--- src/rtl/menu_controller.sv ---
`default_nettype none
// +----------------------------------------------------------------------------+
// | Module      : menu_controller                                              |
// | Description : Input side of the start menu. Synchronises and debounces the |
// |               up/down/select buttons, keeps the highlighted selection     |
// |               (updated only on frame boundaries) and runs the             |
// |               MENU -> CONFIRM -> PLAY mode state machine.                 |
// | Ports       : clk, rst        - clock, asynchronous active-high reset     |
// |               btn_up/down/select - raw asynchronous active-high buttons  |
// |               frame_tick      - one-cycle pulse at start of vblank        |
// |               game_over       - level from game core, return to menu     |
// |               selected        - highlighted box (1 = 1P, 2 = 2P)          |
// |               menu_active     - menu renderer visible (MENU/CONFIRM)      |
// |               start_pulse     - one-cycle pulse on CONFIRM -> PLAY        |
// |               game_mode       - mode latched at select (0 none, 1, 2)     |
// | Revision    : 1.0 - initial release                                        |
// +----------------------------------------------------------------------------+
module menu_controller #(
   parameter int DEBOUNCE_CYCLES = 500000,
   parameter int CNT_W           = 20,
   parameter int CONFIRM_FRAMES  = 30
) (
   input  logic       clk,
   input  logic       rst,
   input  logic       btn_up,
   input  logic       btn_down,
   input  logic       btn_select,
   input  logic       frame_tick,
   input  logic       game_over,
   output logic [1:0] selected,
   output logic       menu_active,
   output logic       start_pulse,
   output logic [1:0] game_mode
);

   localparam int FC_W    = $clog2(CONFIRM_FRAMES + 1);
   localparam int BTN_UP  = 0;
   localparam int BTN_DN  = 1;
   localparam int BTN_SEL = 2;

   typedef enum logic [1:0] {
      ST_MENU    = 2'd0,
      ST_CONFIRM = 2'd1,
      ST_PLAY    = 2'd2
   } state_t;

   logic [2:0] btn_raw;
   logic [2:0] press_ev;

   assign btn_raw = {btn_select, btn_down, btn_up};

   // ---------------------------------------------------------------------
   // Per-button synchroniser, debouncer and rising-edge event generator
   // ---------------------------------------------------------------------
   generate
      for (genvar i = 0; i < 3; i++) begin : g_btn
         logic             sync1_q;
         logic             sync2_q;
         logic             stable_q;
         logic             stable_d;
         logic             stable_dly_q;
         logic             press_q;
         logic             press_d;
         logic [CNT_W-1:0] cnt_q;
         logic [CNT_W-1:0] cnt_d;

         // The counter only runs while the synchronised level disagrees
         // with the accepted level; any agreement (bounce back) restarts it.
         always_comb begin
            stable_d = stable_q;
            cnt_d    = '0;
            if (sync2_q != stable_q) begin
               if (cnt_q == CNT_W'(DEBOUNCE_CYCLES - 1)) begin
                  stable_d = sync2_q;
               end else begin
                  cnt_d = cnt_q + 1'b1;
               end
            end
         end

         // Event fires the cycle after the accepted level rises, once per press.
         assign press_d = stable_q & ~stable_dly_q;

         always_ff @(posedge clk or posedge rst) begin
            if (rst) begin
               sync1_q      <= 1'b0;
               sync2_q      <= 1'b0;
               stable_q     <= 1'b0;
               stable_dly_q <= 1'b0;
               press_q      <= 1'b0;
               cnt_q        <= '0;
            end else begin
               sync1_q      <= btn_raw[i];
               sync2_q      <= sync1_q;
               stable_q     <= stable_d;
               stable_dly_q <= stable_q;
               press_q      <= press_d;
               cnt_q        <= cnt_d;
            end
         end

         assign press_ev[i] = press_q;
      end
   endgenerate

   // ---------------------------------------------------------------------
   // Mode state machine
   // ---------------------------------------------------------------------
   state_t          state_q,       state_d;
   logic [1:0]      sel_next_q,    sel_next_d;
   logic [1:0]      selected_q,    selected_d;
   logic [1:0]      game_mode_q,   game_mode_d;
   logic [FC_W-1:0] frame_cnt_q,   frame_cnt_d;
   logic            start_pulse_q, start_pulse_d;
   logic            menu_active_q, menu_active_d;

   always_comb begin
      state_d       = state_q;
      sel_next_d    = sel_next_q;
      selected_d    = selected_q;
      game_mode_d   = game_mode_q;
      frame_cnt_d   = frame_cnt_q;
      start_pulse_d = 1'b0;
      menu_active_d = menu_active_q;

      case (state_q)
         ST_MENU: begin
            menu_active_d = 1'b1;
            // Displayed value follows the pending choice only at frame
            // boundaries; an event in the same cycle shows up next frame.
            if (frame_tick) begin
               selected_d = sel_next_q;
            end
            if (press_ev[BTN_SEL]) begin
               // Mode is taken from what the player currently sees.
               state_d     = ST_CONFIRM;
               game_mode_d = selected_q;
               frame_cnt_d = '0;
            end else if (press_ev[BTN_UP] && !press_ev[BTN_DN]) begin
               sel_next_d = 2'd1;
            end else if (press_ev[BTN_DN] && !press_ev[BTN_UP]) begin
               sel_next_d = 2'd2;
            end
         end

         ST_CONFIRM: begin
            if (frame_tick) begin
               if (frame_cnt_q == FC_W'(CONFIRM_FRAMES - 1)) begin
                  state_d       = ST_PLAY;
                  start_pulse_d = 1'b1;
                  menu_active_d = 1'b0;
                  frame_cnt_d   = '0;
               end else begin
                  frame_cnt_d = frame_cnt_q + 1'b1;
               end
            end
         end

         ST_PLAY: begin
            menu_active_d = 1'b0;
            if (game_over) begin
               state_d       = ST_MENU;
               menu_active_d = 1'b1;
               game_mode_d   = 2'd0;
            end
         end

         default: begin
            state_d       = ST_MENU;
            menu_active_d = 1'b1;
            game_mode_d   = 2'd0;
            frame_cnt_d   = '0;
         end
      endcase
   end

   always_ff @(posedge clk or posedge rst) begin
      if (rst) begin
         state_q       <= ST_MENU;
         sel_next_q    <= 2'd1;
         selected_q    <= 2'd1;
         game_mode_q   <= 2'd0;
         frame_cnt_q   <= '0;
         start_pulse_q <= 1'b0;
         menu_active_q <= 1'b1;
      end else begin
         state_q       <= state_d;
         sel_next_q    <= sel_next_d;
         selected_q    <= selected_d;
         game_mode_q   <= game_mode_d;
         frame_cnt_q   <= frame_cnt_d;
         start_pulse_q <= start_pulse_d;
         menu_active_q <= menu_active_d;
      end
   end

   assign selected    = selected_q;
   assign menu_active = menu_active_q;
   assign start_pulse = start_pulse_q;
   assign game_mode   = game_mode_q;

endmodule
`default_nettype wire
--- config.mk ---
export PLATFORM = sky130hd
export DESIGN_NAME = menu_controller
export DESIGN_NICKNAME = d
export VERILOG_FILES = /design/src/rtl/menu_controller.sv
export SDC_FILE = /design/constraint.sdc
export NUM_CORES = 1
export LEC_CHECK = 0
export BUFFER_PORTS_ARGS = -buffer_cell sky130_fd_sc_hd__clkbuf_2
export CAP_MARGIN = 0
export CORE_ASPECT_RATIO = 2
export CORE_MARGIN = 3
export CORE_UTILIZATION = 40
export DETAILED_ROUTE_END_ITERATION = 16
export PLACE_DENSITY = 0.56
export SKIP_CTS_REPAIR_TIMING = 1
export SLEW_MARGIN = 20
export SYNTH_ARGS = -nofsm -noshare
export SYNTH_HDL_FRONTEND = slang
export SYNTH_SLANG_ARGS = --single-unit
--- constraint.sdc ---
create_clock -name clk -period 2.8 [get_ports clk]
set_clock_uncertainty 0.1 [all_clocks]
set_input_delay 0.42 -clock clk [delete_from_list [all_inputs] [get_ports clk]]
set_output_delay 0.42 -clock clk [all_outputs]
set_load 0.005 [all_outputs]
==> impl_metrics.py, run 1 <==
metrics = {
    "status": {
        "status": "complete, no violations",
    },
    "synth": {
        "synth_top_area_share_pct": 51.6,
        "syn_nets": 432,
        "synth.distinct_cells": 40,
        "ys.flop_type": "dfrtp_1",
        "synth_cells": 419,
        "ys_seq_area_share_pct": 53.5,
        "yosys_warnings": 0,
        "async_flop_share_pct": 100,
        "synth_area_mm2": 0.00422,
        "synth_area_leaders": "dfrtp_1 (52%), xnor2_1 (5.6%), nor2_1 (5.5%), xor2_1 (3.7%), nand3_1 (3.4%)",
        "yosys.area.top_type": "dfrtp_1",
        "synth_seq_cells": 90,
        "synth_edf_count": 0,
        "synth.avg_cell_area_um2": 10.1,
    },
    "floorplanning": {
        "io_pins": 13,
        "chipWidth_um": 78.6,
        "design.core.area_mm2": 0.0102,
        "start_util_pct": 41.3,
        "dieArea_mm2": 0.0119,
        "die_h_um": 151,
        "num_rows": 52,
    },
    "layout": {
        "final_net_count": 448,
        "multi_input_area_mm2": 0.00187,
        "diodes": 0,
        "seq_area_mm2": 0.00226,
        "fin_util_pct": 46.6,
        "fillerInstances": 971,
        "syn_to_final_growth_pct": 12.8,
        "layout-drive-gt1-share_pct": 10.9,
    },
    "power": {
        "power-per-cell-area_mw_per_mm2": 617,
        "ir_drop_uv": 325,
        "p_leak_nw": 1.94,
    },
    "worst_hold_path": {
        "hold_class": "in -> async",
    },
    "clocking": {
        "clock_sinks": 90,
        "cts-root-buf": "clkbuf_16",
        "worstSkewPairLatency_ns": 0.34,
        "cts_buffers": 9,
        "cts_tree": "built",
        "clockBufferDepth": 2,
        "clkTransAtPathRegs_ns": 0.07,
        "htreeDepth": 3,
    },
    "detailed_routing": {
        "totalWireLength_um": 8030,
        "wl_per_cell_um": 14.0,
        "ant_nets": 0,
        "drt_iter0_markers": 162,
        "num_vias": 3060,
        "post_drt_via_cell_ratio": 5.32,
        "drc": 0,
        "firstDrtPassIters": 4,
    },
    "sta": {
        "period_share_pct": 79.9,
        "maxSlewViolCount": 0,
        "max_freq_ghz": 0.447,
        "period_needed_ns": 2.24,
        "fin_tns_setup_ns": 0,
        "rsz0062_at_grt": "no",
        "tightest_slew_ns": 0.586,
        "hold_violations": 0,
        "setup_viol": 0,
        "slew_headroom_pct": 61.0,
    },
    "placed_design": {
        "hpwl_um": 5570,
        "gp_congestion": 0.771,
        "io_buffers": 12,
    },
    "setup_path": {
        "start_kind": "flip-flop",
        "path_class": "reg -> reg",
        "crit_arrival_ns": 2.41,
        "crit_fanout": 6,
        "r2r-start": "g_btn[0].cnt_q[0]",
        "critical_path_required_ns": 2.97,
        "critPathCaptureType": "flip-flop",
        "cp-startpoint": "g_btn[0].cnt_q[0]",
        "setup.worst_path.end": "g_btn[0].cnt_q[18]",
        "r2r_end": "g_btn[0].cnt_q[18]",
        "r2r_slack_ns": 0.56,
        "reg2reg_depth": 5,
    },
    "grt": {
        "grt_antenna_before_repair": 0,
        "track_usage_pct": 15.7,
        "grt_max_degree": 91,
        "gr-total-overflow": 0,
        "grt_pass1_vias": 3193,
        "grt_pass1_wl_um": 14700,
    },
    "job": {
        "max-cap-violations": 0,
    },
}
critical path: stages (launching register included):
cell     delay (ns)
dfrtp_1        0.43
ha_1           0.27
nand4_2        0.15
or4_4          0.58
or4_1          0.49
a21oi_1        0.16
placed cells by master, fill, tap and decap left out, types with 3 or more instances in the layout:
cell type / Yosys / routed
dfrtp_1: 87 / 87
nor2_1: 62 / 62
nand3_1: 29 / 29
nand2_1: 27 / 27
xnor2_1: 27 / 27
nand4_1: 19 / 19
xor2_1: 18 / 18
a21oi_1: 15 / 15
o21ai_0: 14 / 14
nor4_1: 13 / 13
clkbuf_2: 0 / 12
inv_1: 12 / 11
nor3_1: 10 / 10
clkbuf_16: 0 / 9
or3_1: 7 / 7
or4_1: 6 / 6
and4_1: 6 / 6
ha_1: 6 / 6
nor4b_1: 5 / 5
o21ai_1: 5 / 5
nor2b_1: 5 / 5
mux2_2: 5 / 5
mux2i_1: 3 / 3
nand2b_1: 3 / 3
clkinvlp_4: 0 / 3
inv_6: 0 / 3
dfstp_2: 3 / 3
buf_4: 0 / 3
through the flow:
| step | cell area, µm² | setup WS, ns | hold slack [ns] | std cells | power [mW] |
|---|---|---|---|---|---|
| 4_1_cts | 4760 | 0.581 | 0.0711 | 575 | 2.99 |
| 5_1_grt | 4760 | 0.472 | 0.0741 | 575 | 3.10 |
| 6_report | 4760 | 0.562 | 0.0775 | 575 | 2.94 |
| 3_5_place_dp | 4450 | 0.579 | 0.235 | 559 | 1.72 |
| 2_1_floorplan | 4220 | 0.718 | 0.231 | 419 | 1.64 |
| 3_3_place_gp | 4450 | 0.651 | 0.235 | 559 | 1.71 |
synthesized netlist by cell type, drive strengths merged (10+ instances only):
cell type   n
dfrtp      87
nor2       62
nand3      29
nand2      27
xnor2      27
nand4      21
o21ai      19
xor2       18
a21oi      15
nor4       14
inv        12
nor3       10
power breakdown:
group	switching [mW]	leakage [nW]	total [mW]	internal, mW
registers	0.0786	1.21	1.45	1.37
clock network	0.517	0.146	1.24	0.725
logic	0.147	0.588	0.247	0.100
total	0.742	1.94	2.94	2.19
final cells by class:
type | count | share of cell area, %
clock buffer | 10 | 5.02
sequential | 90 | 47.4
inverter | 12 | 1.03
clock inverter | 6 | 1.50
multi-input combinational | 306 | 39.3
timing repair buffer | 16 | 2.16
tap | 135 | 3.55
logic make-up (layout without fill, tap and decap cells):
| group | count (synthesis) | in the layout | share of synthesized area, % |
|---|---|---|---|
| flops | 90 | 90 | 53.5 |
| simple gates | 203 | 203 | 25.2 |
| mux | 9 | 9 | 2.31 |
| buf+inv | 23 | 44 | 2.17 |
| fa+ha+maj | 6 | 6 | 1.78 |
| compound gates | 43 | 43 | 5.70 |
| xor+xnor | 45 | 45 | 9.35 |
registers in the layout, indices dropped and copies added (netlist names):
register and cells:
state_q 2, g_btn.sync1_q 3, g_btn.stable_dly_q 3, g_btn.press_q 3, sel_next_q 2, g_btn.stable_q 3, frame_cnt_q 5, start_pulse 1
menu_active 1, game_mode 2, selected 2, g_btn.cnt_q 60, g_btn.sync2_q 3
per-layer routing:
| metal | global-route usage [%] | wire [µm] | vias to the layer above |
|---|---|---|---|
| li1 | - | - | 1509 |
| met1 | 16.9 | 3150 | 1492 |
| met2 | 28.4 | 4460 | 38 |
| met3 | 3.33 | 186 | 21 |
| met4 | 8.32 | 223 | 0 |
| met5 | 0 | 0 | - |
worst min-delay path by stage:
stage | start | end | cells past startpoint
CTS | btn_up | g_btn[0].sync1_q | 1
global placement | g_btn[1].sync1_q | g_btn[1].sync2_q | 0
finish | rst | g_btn[1].cnt_q[3] | 3
floorplan | g_btn[0].sync1_q | g_btn[0].sync2_q | 0
global route | btn_down | g_btn[1].sync1_q | 1
detailed placement | g_btn[1].sync1_q | g_btn[1].sync2_q | 0
Note: power is estimated with default switching activity, not from simulation.
==> run 2, diff against run 1 <==
- PLACE_DENSITY: 0.56 -> 0.54
- clock period: 2.8 -> 2.2 ns (I/O delays scaled with it)
==> run 2 against run 1 <==
  * Via count up 2.7%
  * Routed wire length up 3.9%
  * Flip-flop and latch count unchanged
  * Critical endpoint unchanged
  * Highest routed layer unchanged
==> impl_metrics.py, run 2 (same netlist as run 1, synthesis figures left out) <==
metrics = {
    "grt": {
        "grt_pass1_wl_um": 15000,
        "grt_max_degree": 41,
        "track_usage_pct": 15.9,
        "gr-total-overflow": 0,
        "grt_antenna_before_repair": 0,
        "grt_pass1_vias": 3294,
    },
    "setup_path": {
        "r2r_end": "g_btn[0].cnt_q[18]",
        "r2r-start": "g_btn[0].cnt_q[0]",
        "reg2reg_depth": 5,
        "start_kind": "flip-flop",
        "critical_path_required_ns": 2.37,
        "crit_arrival_ns": 2.23,
        "cp-startpoint": "g_btn[0].cnt_q[0]",
        "r2r_slack_ns": 0.14,
        "critPathCaptureType": "flip-flop",
        "crit_fanout": 4,
        "path_class": "reg -> reg",
    },
    "detailed_routing": {
        "totalWireLength_um": 8340,
        "wl_per_cell_um": 14.1,
        "ant_nets": 0,
        "num_vias": 3144,
        "post_drt_via_cell_ratio": 5.33,
        "firstDrtPassIters": 7,
        "drt_iter0_markers": 80,
        "drc": 0,
    },
    "clocking": {
        "worstSkewPairLatency_ns": 0.34,
        "cts_tree": "built",
        "cts_buffers": 9,
        "htreeDepth": 3,
        "clock_sinks": 90,
        "cts-root-buf": "clkbuf_16",
        "clockBufferDepth": 2,
        "clkTransAtPathRegs_ns": 0.06,
    },
    "placed_design": {
        "placed_area_mm2": 0.00454,
        "hpwl_um": 6010,
        "placedCellCount": 570,
        "gp_congestion": 0.805,
        "preCtsSetupSlack_ns": 0.134,
        "io_buffers": 12,
    },
    "floorplanning": {
        "design.core.area_mm2": 0.0102,
        "start_util_pct": 41.3,
        "num_rows": 52,
        "io_pins": 13,
        "chipWidth_um": 78.6,
        "dieArea_mm2": 0.0119,
        "die_h_um": 151,
    },
    "sta": {
        "setup_viol": 0,
        "period_share_pct": 93.8,
        "maxSlewViolCount": 0,
        "slew_headroom_pct": 62.6,
        "whs_ns": 0.146,
        "rsz0062_at_grt": "no",
        "fin_tns_setup_ns": 0,
        "hold_violations": 0,
        "tightest_slew_ns": 0.561,
        "worst_slack_ns": 0.136,
        "max_freq_ghz": 0.485,
        "period_needed_ns": 2.06,
    },
    "worst_hold_path": {
        "holdPathStages": 2,
        "min-delay-start": "frame_tick",
        "hold_class": "in -> reg",
        "holdPathEnd": "state_q[0]",
    },
    "layout": {
        "largest-register": "g_btn.cnt_q",
        "final_common_cell": "dfrtp_1",
        "largest_reg_flops": 60,
        "stdcell_count": 590,
        "layout-drive-gt1-share_pct": 12.7,
        "diodes": 0,
        "fillerInstances": 960,
        "layout_common_cells": "dfrtp_1 (87), nor2_1 (62), nand3_1 (29)",
        "final_net_count": 463,
        "fin_util_pct": 47.9,
        "finalInstanceArea_mm2": 0.00489,
        "reg_top3": "g_btn.cnt_q (60), frame_cnt_q (5)",
        "syn_to_final_growth_pct": 15.9,
    },
    "status": {
        "status": "complete, no violations",
    },
    "power": {
        "ir_drop_uv": 509,
        "p_leak_nw": 2.02,
        "power_mw": 3.75,
        "power-per-cell-area_mw_per_mm2": 766,
    },
    "job": {
        "max-cap-violations": 0,
    },
}
[run 2: where the power goes]
group          switching (mW)  leakage, nW  total (mW)  internal, mW
logic                   0.195        0.664       0.334         0.139
registers              0.0970         1.21        1.84          1.74
clock network           0.630        0.149        1.57         0.943
total                   0.922         2.02        3.75          2.82
[run 2: cell type report]
class                   count  area (µm²)  share of cell area, %
clock inverters             4        51.3                   1.05
well taps                 135         169                   3.46
multi-input cells         306        1870                   38.2
inverters                  12        48.8                  0.998
repair buffers             31         238                   4.86
flip-flops and latches     90        2260                   46.1
clock buffers              12         256                   5.25
[run 2: worst max-delay path: stages, from the launching register on]
cell and delay, ns:
dfrtp_1 0.35, ha_1 0.24, nand4_2 0.11, or4_4 0.56, or4_1 0.49, a21oi_1 0.15
[run 2: worst max path at each step]
stage,to,cells after the start
3_3_place_gp,g_btn[0].cnt_q[18],5
2_1_floorplan,g_btn[0].cnt_q[18],5
5_1_grt,g_btn[0].cnt_q[18],5
4_1_cts,g_btn[0].cnt_q[18],5
6_report,g_btn[0].cnt_q[18],5
3_5_place_dp,g_btn[0].cnt_q[18],5
[run 2: per-layer routing]
layer	vias up	part of all wire, %	GRT usage (%)
met5	-	0	0
met4	0	2.2	7.53
met3	15	2.1	2.92
met2	39	57	29.7
met1	1552	38	16.9
li1	1538	-	-
==> run 3, diff against run 2 <==
- CORE_ASPECT_RATIO: 2 -> 1.4
- CORE_MARGIN: 3 -> 2
- GPL_ROUTABILITY_DRIVEN: not set -> 0
==> run 3 against run 2 <==
  * Die area decreased by 4.2%
  * Sequential share of layout area is 0.15 points higher
  * Non-clock buffer count up 2
  * Setup slack gained 0.025 ns
  * Sequential power about the same
  * First-iteration DRC count up 35%
  * Design area shrank 0.33%
  * Critical endpoint unchanged
==> impl_metrics.py, run 3 (same netlist as run 1, synthesis figures left out) <==
metrics = {
    "sta": {
        "rsz0062_at_grt": "no",
        "max_freq_ghz": 0.490,
        "worst_slack_ns": 0.161,
        "slew_headroom_pct": 64.6,
        "period_share_pct": 92.7,
        "setup_viol": 0,
        "period_needed_ns": 2.04,
        "hold_violations": 0,
        "tightest_slew_ns": 0.531,
        "fin_tns_setup_ns": 0,
        "maxSlewViolCount": 0,
    },
    "detailed_routing": {
        "drt_iter0_markers": 108,
        "post_drt_via_cell_ratio": 5.19,
        "num_vias": 3086,
        "drc": 0,
        "totalWireLength_um": 7940,
        "ant_nets": 0,
        "firstDrtPassIters": 4,
        "wl_per_cell_um": 13.3,
    },
    "placed_design": {
        "placedCellCount": 576,
        "preCtsSetupSlack_ns": 0.117,
        "hpwl_um": 5770,
        "io_buffers": 12,
    },
    "floorplanning": {
        "dieArea_mm2": 0.0114,
        "chipWidth_um": 90.8,
        "io_pins": 13,
        "die_h_um": 125,
        "num_rows": 44,
        "design.core.area_mm2": 0.0103,
        "start_util_pct": 41.0,
    },
    "setup_path": {
        "cp_cell_sequence": "ha_2 > nand4_2 > or4_4 > or4_1 > a21oi_1",
        "start_kind": "flip-flop",
        "setup.worst_path.end": "g_btn[0].cnt_q[18]",
        "critPathSlowestCell": "or4_4",
        "path_class": "reg -> reg",
        "reg2reg_depth": 5,
        "crit_path_max_incr_delay_ns": 0.57,
        "critical_path_required_ns": 2.36,
        "r2r_slack_ns": 0.16,
        "crit_arrival_ns": 2.20,
        "path_depth": 5,
        "r2r-start": "g_btn[0].cnt_q[0]",
        "critPathCaptureType": "flip-flop",
        "crit_family": "simple AND/OR/NAND/NOR gates",
        "crit_buf_inv": 0,
        "crit_fanout": 4,
        "r2r_end": "g_btn[0].cnt_q[18]",
        "cp-startpoint": "g_btn[0].cnt_q[0]",
    },
    "layout": {
        "fin_util_pct": 47.3,
        "largest_reg_flops": 60,
        "reg_top3": "g_btn.cnt_q (60), frame_cnt_q (5)",
        "largest-register": "g_btn.cnt_q",
        "stdcell_count": 595,
        "diodes": 0,
        "final_net_count": 465,
        "layout_common_cells": "dfrtp_1 (87), nor2_1 (62), nand3_1 (29)",
        "fillerInstances": 1004,
        "layout-drive-gt1-share_pct": 13.3,
        "final_common_cell": "dfrtp_1",
        "syn_to_final_growth_pct": 15.5,
    },
    "worst_hold_path": {
        "hold_class": "in -> reg",
    },
    "status": {
        "status": "complete, no violations",
    },
    "power": {
        "power-per-cell-area_mw_per_mm2": 738,
        "p_leak_nw": 2.01,
        "ir_drop_uv": 301,
    },
    "clocking": {
        "cts_buffers": 9,
        "clockBufferDepth": 2,
        "cts-root-buf": "clkbuf_16",
        "clkTransAtPathRegs_ns": 0.06,
        "worstSkewPairLatency_ns": 0.33,
        "clock_sinks": 90,
        "htreeDepth": 3,
        "cts_tree": "built",
    },
    "grt": {
        "gr-total-overflow": 0,
        "grt_pass1_vias": 3197,
        "grt_pass1_wl_um": 14400,
        "grt_antenna_before_repair": 0,
        "track_usage_pct": 15.4,
        "grt_max_degree": 32,
    },
    "job": {
        "max-cap-violations": 0,
    },
}
## run 3: how the worst min path moves through the flow
stage	cells past startpoint	end	start	slack (ns)
6_report	1	g_btn[2].sync1_q	btn_select	0.006
5_1_grt	1	g_btn[2].sync1_q	btn_select	0.0002
4_1_cts	2	g_btn[1].cnt_q[10]	rst	-0.06
3_5_place_dp	0	g_btn[0].sync2_q	g_btn[0].sync1_q	0.24
3_3_place_gp	0	g_btn[0].sync2_q	g_btn[0].sync1_q	0.23
2_1_floorplan	0	g_btn[0].sync2_q	g_btn[0].sync1_q	0.23
## run 3: cell type report
| type | instances | area (µm²) | share of cell area (%) |
|---|---|---|---|
| flip-flops and latches | 90 | 2260 | 46.3 |
| multi-input cells | 306 | 1870 | 38.4 |
| repair buffers | 33 | 250 | 5.14 |
| clock buffers | 12 | 246 | 5.06 |
| well taps | 138 | 173 | 3.54 |
| inverters | 12 | 48.8 | 1.00 |
| clock inverters | 4 | 26.3 | 0.539 |
## run 3: through the flow
step | hold slack [ns] | area, µm² | power, mW
6_report | 0.00613 | 4870 | 3.60
5_1_grt | 0.000166 | 4870 | 3.79
4_1_cts | -0.0629 | 4840 | 3.67
3_5_place_dp | 0.236 | 4570 | 2.22
3_3_place_gp | 0.233 | 4570 | 2.21
2_1_floorplan | 0.231 | 4220 | 2.09
## run 3: report_power, final
part	switching, mW	leakage [nW]	internal (mW)
Sequential	0.0938	1.21	1.74
Clock	0.613	0.133	0.797
Combinational	0.194	0.671	0.155
Total	0.901	2.01	2.69
## run 3: layer usage
| metal | global-route usage [%] | up-vias | part of all wire (%) |
|---|---|---|---|
| li1 | - | 1546 | - |
| met1 | 19.0 | 1488 | 45 |
| met2 | 26.3 | 39 | 51 |
| met3 | 3.25 | 13 | 2.4 |
| met4 | 6.24 | 0 | 1.5 |
| met5 | 0 | - | 0 |
